File: config.mk
export PLATFORM = sky130hd
export DESIGN_NAME = mandel_iter_engine_flat
export DESIGN_NICKNAME = d
export VERILOG_FILES = /design/src/rtl/mandel_pkg.sv /design/src/rtl/mandel_iter_engine_if.sv /design/src/rtl/mandel_step.sv /design/src/rtl/mandel_iter_engine.sv /design/src/flat_wrapper.sv
export SDC_FILE = /design/constraint.sdc
export NUM_CORES = 2
export LEC_CHECK = 0
export CORE_MARGIN = 1
export CORE_UTILIZATION = 50
export CTS_BUF_LIST = sky130_fd_sc_hd__clkbuf_16
export DETAILED_ROUTE_END_ITERATION = 8
export PLACE_DENSITY = 0.7
export SLEW_MARGIN = 20
export SYNTH_ARGS = -nofsm -noshare
export SYNTH_HDL_FRONTEND = slang
export SYNTH_SLANG_ARGS = --single-unit
File: constraint.sdc
create_clock -name clk -period 16.15 [get_ports clk]
set_input_delay 3.23 -clock clk [delete_from_list [all_inputs] [get_ports clk]]
set_output_delay 3.23 -clock clk [all_outputs]
set_load 0.02 [all_outputs]
File: src/rtl/mandel_pkg.sv
// mandel_pkg: shared widths, escape threshold, FSM encoding and {im, re} helpers
// for the escape-time engine. Optional feature macro: MANDEL_JULIA_EN.
package mandel_pkg;

  localparam int WS = 16;
  localparam int DP = 8;
  localparam int IW = 8;

  // |z|^2 must strictly exceed 4.0 to count as escaped
  localparam int ESC_THRESH = 4 << DP;

  typedef enum logic [1:0] {
    IDLE = 2'd0,
    ITER = 2'd1,
    DONE = 2'd2
  } state_t;

  typedef logic signed [WS-1:0] fix_t;
  typedef struct packed {
    fix_t im;
    fix_t re;
  } cplx_t;

  function automatic fix_t cplx_re(input logic [2*WS-1:0] c);
    return c[WS-1:0];
  endfunction

  function automatic fix_t cplx_im(input logic [2*WS-1:0] c);
    return c[2*WS-1:WS];
  endfunction

  function automatic logic [2*WS-1:0] cplx_pack(input fix_t im, input fix_t re);
    return {im, re};
  endfunction

endpackage

File: src/rtl/mandel_iter_engine_if.sv
// Point-in / result-out handshake bundle for mandel_iter_engine.
// MANDEL_JULIA_EN adds the Julia-mode select and additive constant.
interface mandel_iter_engine_if #(
  parameter int ws = 16,
  parameter int iw = 8
);
  logic            in_valid;
  logic            in_ready;
  logic [2*ws-1:0] c_in;
  logic [iw-1:0]   max_iter;
  logic            out_valid;
  logic            out_ready;
  logic [iw-1:0]   iter_count;
  logic            escaped;
`ifdef MANDEL_JULIA_EN
  logic            mode_julia;
  logic [2*ws-1:0] k_in;

  modport master (
    output in_valid, c_in, max_iter, out_ready, mode_julia, k_in,
    input  in_ready, out_valid, iter_count, escaped
  );
  modport slave (
    input  in_valid, c_in, max_iter, out_ready, mode_julia, k_in,
    output in_ready, out_valid, iter_count, escaped
  );
`else
  modport master (
    output in_valid, c_in, max_iter, out_ready,
    input  in_ready, out_valid, iter_count, escaped
  );
  modport slave (
    input  in_valid, c_in, max_iter, out_ready,
    output in_ready, out_valid, iter_count, escaped
  );
`endif
endinterface

File: src/rtl/mandel_step.sv
// mandel_step: one combinational z <- z^2 + c step plus the escape test on the
// current z. Products use fixMul semantics: full signed product, arithmetic
// shift by dp, truncate to ws. Sums wrap two's complement.
module mandel_step
  import mandel_pkg::*;
#(
  parameter int ws = WS,
  parameter int dp = DP
) (
  input  logic [2*ws-1:0] z,
  input  logic [2*ws-1:0] c,
  output logic [2*ws-1:0] z_next,
  output logic            esc
);

  localparam logic signed [ws+1:0] THR = (ws+2)'(4 << dp);

  // (a*b)>>>dp truncated to ws
  function automatic logic signed [ws-1:0] fix_mul(input logic signed [ws-1:0] a,
                                                   input logic signed [ws-1:0] b);
    logic signed [2*ws-1:0] p;
    p = a * b;
    return p[dp+ws-1:dp];
  endfunction

  // (2*a*b)>>>dp truncated to ws; doubling is a one-bit shift of the slice
  function automatic logic signed [ws-1:0] fix_mul2(input logic signed [ws-1:0] a,
                                                    input logic signed [ws-1:0] b);
    logic signed [2*ws-1:0] p;
    p = a * b;
    return p[dp+ws-2:dp-1];
  endfunction

  logic signed [ws-1:0] z_re, z_im, c_re, c_im;
  logic signed [ws-1:0] sq_re, sq_im, x_ri;
  logic signed [ws+1:0] mag;

  assign z_re = z[ws-1:0];
  assign z_im = z[2*ws-1:ws];
  assign c_re = c[ws-1:0];
  assign c_im = c[2*ws-1:ws];

  assign sq_re = fix_mul(z_re, z_re);
  assign sq_im = fix_mul(z_im, z_im);
  assign x_ri  = fix_mul2(z_re, z_im);

  // magnitude sum widened by two bits so it cannot wrap
  assign mag = (ws+2)'(sq_re) + (ws+2)'(sq_im);
  assign esc = mag > THR;

  assign z_next[ws-1:0]    = sq_re - sq_im + c_re;
  assign z_next[2*ws-1:ws] = x_ri + c_im;

endmodule

File: src/rtl/mandel_iter_engine.sv
// mandel_iter_engine: escape-time iterator, one point in flight.
// IDLE accepts a point, ITER performs one check/update per cycle, DONE holds
// the result until the consumer takes it.
// Optional feature macro: MANDEL_JULIA_EN (Julia mode: z0 = c_in, constant = k_in).
module mandel_iter_engine
  import mandel_pkg::*;
#(
  parameter int ws = WS,
  parameter int dp = DP,
  parameter int iw = IW
) (
  input logic                 clk,
  input logic                 rst,
  mandel_iter_engine_if.slave bus
);

  state_t          state;
  logic [2*ws-1:0] z, c;
  logic [iw-1:0]   n, lim;
  logic [iw-1:0]   cnt_q;
  logic            esc_q, in_rdy_q, out_vld_q;

  logic [2*ws-1:0] z_next;
  logic            step_esc;
  logic [2*ws-1:0] z0, k0;

  mandel_step #(.ws(ws), .dp(dp)) u_step (
    .z      (z),
    .c      (c),
    .z_next (z_next),
    .esc    (step_esc)
  );

`ifdef MANDEL_JULIA_EN
  assign z0 = bus.mode_julia ? bus.c_in : '0;
  assign k0 = bus.mode_julia ? bus.k_in : bus.c_in;
`else
  assign z0 = '0;
  assign k0 = bus.c_in;
`endif

  assign bus.in_ready   = in_rdy_q;
  assign bus.out_valid  = out_vld_q;
  assign bus.iter_count = cnt_q;
  assign bus.escaped    = esc_q;

  // handshake FSM with registered outputs; escape wins over the limit test
  always_ff @(posedge clk) begin
    if (rst) begin
      state     <= IDLE;
      in_rdy_q  <= 1'b1;
      out_vld_q <= 1'b0;
      cnt_q     <= '0;
      esc_q     <= 1'b0;
      z         <= '0;
      c         <= '0;
      n         <= '0;
      lim       <= '0;
    end else begin
      case (state)
        IDLE: if (bus.in_valid) begin
          c        <= k0;
          z        <= z0;
          lim      <= bus.max_iter;
          n        <= '0;
          in_rdy_q <= 1'b0;
          state    <= ITER;
        end
        ITER: if (step_esc) begin
          esc_q     <= 1'b1;
          cnt_q     <= n;
          out_vld_q <= 1'b1;
          state     <= DONE;
        end else if (n == lim) begin
          esc_q     <= 1'b0;
          cnt_q     <= n;
          out_vld_q <= 1'b1;
          state     <= DONE;
        end else begin
          z <= z_next;
          n <= n + 1'b1;
        end
        DONE: if (bus.out_ready) begin
          out_vld_q <= 1'b0;
          in_rdy_q  <= 1'b1;
          state     <= IDLE;
        end
        default: state <= IDLE;
      endcase
    end
  end

endmodule

File: src/flat_wrapper.sv
// flat-port wrapper written by rule: the top's interface ports become plain ports
module mandel_iter_engine_flat import mandel_pkg::*;
#(
  parameter int ws = WS,
  parameter int dp = DP,
  parameter int iw = IW
)
  (clk, rst, bus_in_valid, bus_c_in, bus_max_iter, bus_out_ready, bus_in_ready, bus_out_valid, bus_iter_count, bus_escaped);
  mandel_iter_engine_if #(.ws(ws), .iw(iw)) bus_i ();
  input logic clk;
  input logic rst;
  input wire logic [$bits(bus_i.in_valid)-1:0] bus_in_valid;
  input wire logic [$bits(bus_i.c_in)-1:0] bus_c_in;
  input wire logic [$bits(bus_i.max_iter)-1:0] bus_max_iter;
  input wire logic [$bits(bus_i.out_ready)-1:0] bus_out_ready;
  output wire logic [$bits(bus_i.in_ready)-1:0] bus_in_ready;
  output wire logic [$bits(bus_i.out_valid)-1:0] bus_out_valid;
  output wire logic [$bits(bus_i.iter_count)-1:0] bus_iter_count;
  output wire logic [$bits(bus_i.escaped)-1:0] bus_escaped;
  assign bus_i.in_valid = bus_in_valid;
  assign bus_i.c_in = bus_c_in;
  assign bus_i.max_iter = bus_max_iter;
  assign bus_i.out_ready = bus_out_ready;
  assign bus_in_ready = bus_i.in_ready;
  assign bus_out_valid = bus_i.out_valid;
  assign bus_iter_count = bus_i.iter_count;
  assign bus_escaped = bus_i.escaped;
  mandel_iter_engine #(.ws(ws), .dp(dp), .iw(iw)) u_core (.clk(clk), .rst(rst), .bus(bus_i));
endmodule
==> flow_metrics.py <==
metrics = {
    "routing": {
        "drc": 0,
        "dr.pass1.iters": 5,
        "first_iter_violations": 1179,
        "via_per_inst": 5.32,
        "vias": 19600,
        "routed_wl_mm": 67.5,
        "ant_nets": 0,
        "wl_per_cell_microns": 18.3,
    },
    "pwr": {
        "powerDensity_nw_per_um2": 75.4,
        "p_clk_share_pct": 11.1,
        "p_int_mw": 0.937,
        "p_switching_mw": 1.16,
        "p_seq_share_pct": 16.2,
        "power_frac_comb_pct": 72.7,
        "swShare_pct": 55.2,
        "p_leak_nw": 14.0,
        "vdd_drop_max_mv": 0.122,
    },
    "synth": {
        "synth-seq-cells": 93,
        "synth_edf_count": 0,
        "yosysTopAreaCell": "fa_1",
        "syn_avg_cell_area_sq_um": 8.67,
        "yosys.area_share.xor_xnor_pct": 5.13,
        "synth_warnings": 0,
        "ys.flop_type": "dfxtp_1",
        "synth_top_family_by_area": "adder cells",
        "synth_cell_type_count": 74,
        "netlist_instances": 3034,
        "synth_compound_area_share_pct": 7.24,
        "synthArstFlopShare_pct": 0,
        "synth_fa_ha_area_share_pct": 52.2,
        "synthSimpleGateAreaFrac_pct": 14.3,
        "synth_area_leaders": "fa_1 39%, ha_1 13%, inv_1 11%, dfxtp_1 7.1%, nand2_1 5.3%",
        "synth_top_area_share_pct": 38.9,
        "syn_nets": 3870,
        "synth_seq_area_share_pct": 7.08,
        "synth.area.mux_share_pct": 1.18,
        "syn_area_sq_um": 26300,
    },
    "floorplanning": {
        "row_count": 83,
        "core_area_sq_um": 51600,
        "start_util_pct": 51.0,
        "pin_count": 55,
        "die_w_microns": 231,
        "die_h_microns": 231,
        "die_area_sq_um": 53500,
    },
    "final_layout": {
        "utilization_pct": 53.8,
        "nNetsFinal": 3843,
        "insertedDiodeCount": 0,
        "drive_gt1_share_pct": 3.02,
        "fillers": 4716,
        "multi_input_comb_area_sq_um": 21100,
        "regArea_sq_um": 1860,
        "area_growth_pct": 5.46,
    },
    "clock_network": {
        "cts.root.buffer_cell": "clkbuf_16",
        "cts_tree": "done",
        "htree_levels": 3,
        "worstSkewPairLatency_ns": 0.39,
        "post_cts_buffers": 0,
        "clk_pin_slew_ns": 0.08,
        "cts.sinks": 93,
        "numCtsBuffers": 9,
        "clk_path_buf_depth": 2,
        "holdBufCountCts": 0,
        "post_cts_resized": 0,
    },
    "setup_path": {
        "slowest_delay_ns": 0.91,
        "critPathMaxFanout": 20,
        "crit_path_end_kind": "flop",
        "slowest_stage": "dfxtp_1",
        "worstSetupPathType": "flop to flop",
        "cp.arrival_ns": 10.74,
        "required_ns": 16.47,
        "startpoint_type": "flop",
        "cp_common_cell": "fa_1",
    },
    "global_routing": {
        "track_usage_pct": 26.8,
        "grt_max_degree": 60,
        "grt_overflow": 0,
        "antenna_found_initial": 0,
        "grt_pass1_vias": 21000,
        "grt_pass1_wl_mm": 111,
    },
    "place": {
        "dp.final_hpwl_mm": 55.1,
        "routabilityCongestion": 0.948,
        "port_buffers": 54,
    },
    "timing": {
        "rsz0062_at_grt": "no",
        "min_period_ns": 10.42,
        "setup_violations": 0,
        "clock.fmax_ghz": 0.0960,
        "period_share_pct": 64.5,
        "drv_slew": 0,
        "max_slew.worst_pin.slew_ns": 0.997,
        "max_slew_margin_pct": 31.8,
        "fin_skew_ns": 0.0166,
        "hold_viol_final": 0,
        "fin_tns_setup_ns": 0,
    },
    "outcome": {
        "status": "finished, final reports clean",
    },
    "job": {
        "drv_cap": 0,
    },
    "worst_hold_path": {
        "holdCritPathClass": "flop to flop",
    },
}
-- state kept, by name, indices dropped and copies added, names as in the netlist --
register and count:
u_core.state 2, u_core.bus.out_valid 1, u_core.n 8, u_core.z 32, u_core.c 32, u_core.bus.in_ready 1, u_core.lim 8, u_core.bus.iter_count 8
u_core.bus.escaped 1
-- cells by family after synthesis --
family | Yosys count
buffers and inverters | 889
AND/OR/NAND/NOR | 795
adder cells (fa/ha/maj) | 792
AO/OA/AOI/OAI | 280
XOR/XNOR | 154
flip-flops | 93
multiplexers | 31
-- worst max-delay path, delay by kind of cell, from the launching register on --
kind,cells,cell delay (ns)
buffers and inverters,5,0.85
multiplexers,1,0.12
AO/OA/AOI/OAI,11,3.33
adder cells (fa/ha/maj),8,3.25
AND/OR/NAND/NOR,5,1.87
flip-flops,1,0.91
-- stage by stage --
stage / instances / worst slack [ns] / hold WS, ns / cell area (sq um) / power [mW]
final: 3692 / 5.73 / 0.465 / 27700 / 2.09
after global routing: 3692 / 5.24 / 0.483 / 27700 / 2.25
after CTS: 3692 / 5.95 / 0.466 / 27700 / 2.08
after detailed placement: 3676 / 6.01 / 0.455 / 27400 / 1.83
after global placement: 3676 / 6.30 / 0.447 / 27400 / 1.81
after floorplan: 3034 / 7.75 / 0.436 / 26300 / 1.41
-- synth_stat cells, types with 3 or more instances --
cell type and count:
a211o_1 3, a211oi_1 8, a21o_1 28, a21oi_1 101, a22o_1 17, a31o_2 10, a31oi_1 6, a41oi_1 4
and2_1 138, and3_1 9, buf_1 3, buf_6 3, clkbuf_1 115, clkinv_1 3, dfxtp_1 93, fa_1 511
ha_1 281, inv_1 761, mux2i_1 30, nand2_1 371, nand2b_1 54, nand3_1 17, nand3b_1 3, nand4_1 8
nor2_1 110, nor2b_1 19, nor3_1 19, nor3b_1 5, nor4_1 4, o211ai_1 5, o21a_1 21, o21ai_0 31
o21bai_1 8, o31a_1 3, o31ai_1 3, or2_2 10, or3_1 17, or4_1 4, xnor2_1 109, xor2_1 45
-- power groups by stage --
stage | registers, mW | clock network, mW | logic (mW)
floorplan | 0.296 | 0 | 1.11
global placement | 0.341 | 0 | 1.47
detailed placement | 0.342 | 0 | 1.49
CTS | 0.337 | 0.236 | 1.51
global route | 0.343 | 0.243 | 1.66
finish | 0.339 | 0.232 | 1.52
-- area by class of cell --
type / instances / share of cell area [%]
clock buffer: 9 / 0.812
clock inverter: 7 / 0.280
inverter: 766 / 10.4
multi-input combinational: 2052 / 76.0
sequential: 93 / 6.72
tap: 680 / 3.07
timing repair buffer: 85 / 2.77
-- worst paths after layout --
kind / from / endpoint / slack, ns / cells past startpoint
setup / recovery: u_core.z[26] / u_core.z[4] / 5.73 / 30
hold / removal: u_core.c[22] / u_core.c[22] / 0.46 / 2
setup reg to reg: u_core.z[26] / u_core.z[4] / 5.73 / 30
hold reg to reg: u_core.c[22] / u_core.c[22] / 0.46 / 2
-- cells in the final DEF (no fill, tap or decap), types with 4 or more instances in the layout --
cell	count
xor2_1	45
o21ai_0	31
a31o_2	10
nor4_1	4
nor3_1	19
nand3_1	17
clkdlybuf4s50_1	53
nor2b_1	19
ha_1	281
a21oi_1	101
a21o_1	28
buf_4	31
nor2_1	109
o21bai_1	8
or4_1	4
nand2b_1	54
a31oi_1	6
and3_1	9
a211oi_1	8
mux2i_1	30
or3_1	17
a22o_1	17
o21a_1	21
a41oi_1	4
nor3b_1	5
nand4_1	8
clkbuf_16	9
and2_1	137
nand2_1	371
or2_2	10
inv_1	761
o211ai_1	5
dfxtp_1	91
fa_1	511
xnor2_1	109
-- per-layer routing --
layer / vias up / share of wire [%] / global-route usage, % / wire length (microns)
met1: 9868 / 41 / 35.0 / 27900
met2: 632 / 49 / 45.4 / 32800
li1: 9015 / - / - / -
met3: 131 / 5.8 / 2.84 / 3910
met4: 0 / 4.2 / 10.6 / 2850
met5: - / 0 / 0 / 0
Note: power is estimated with default switching activity, not from simulation.
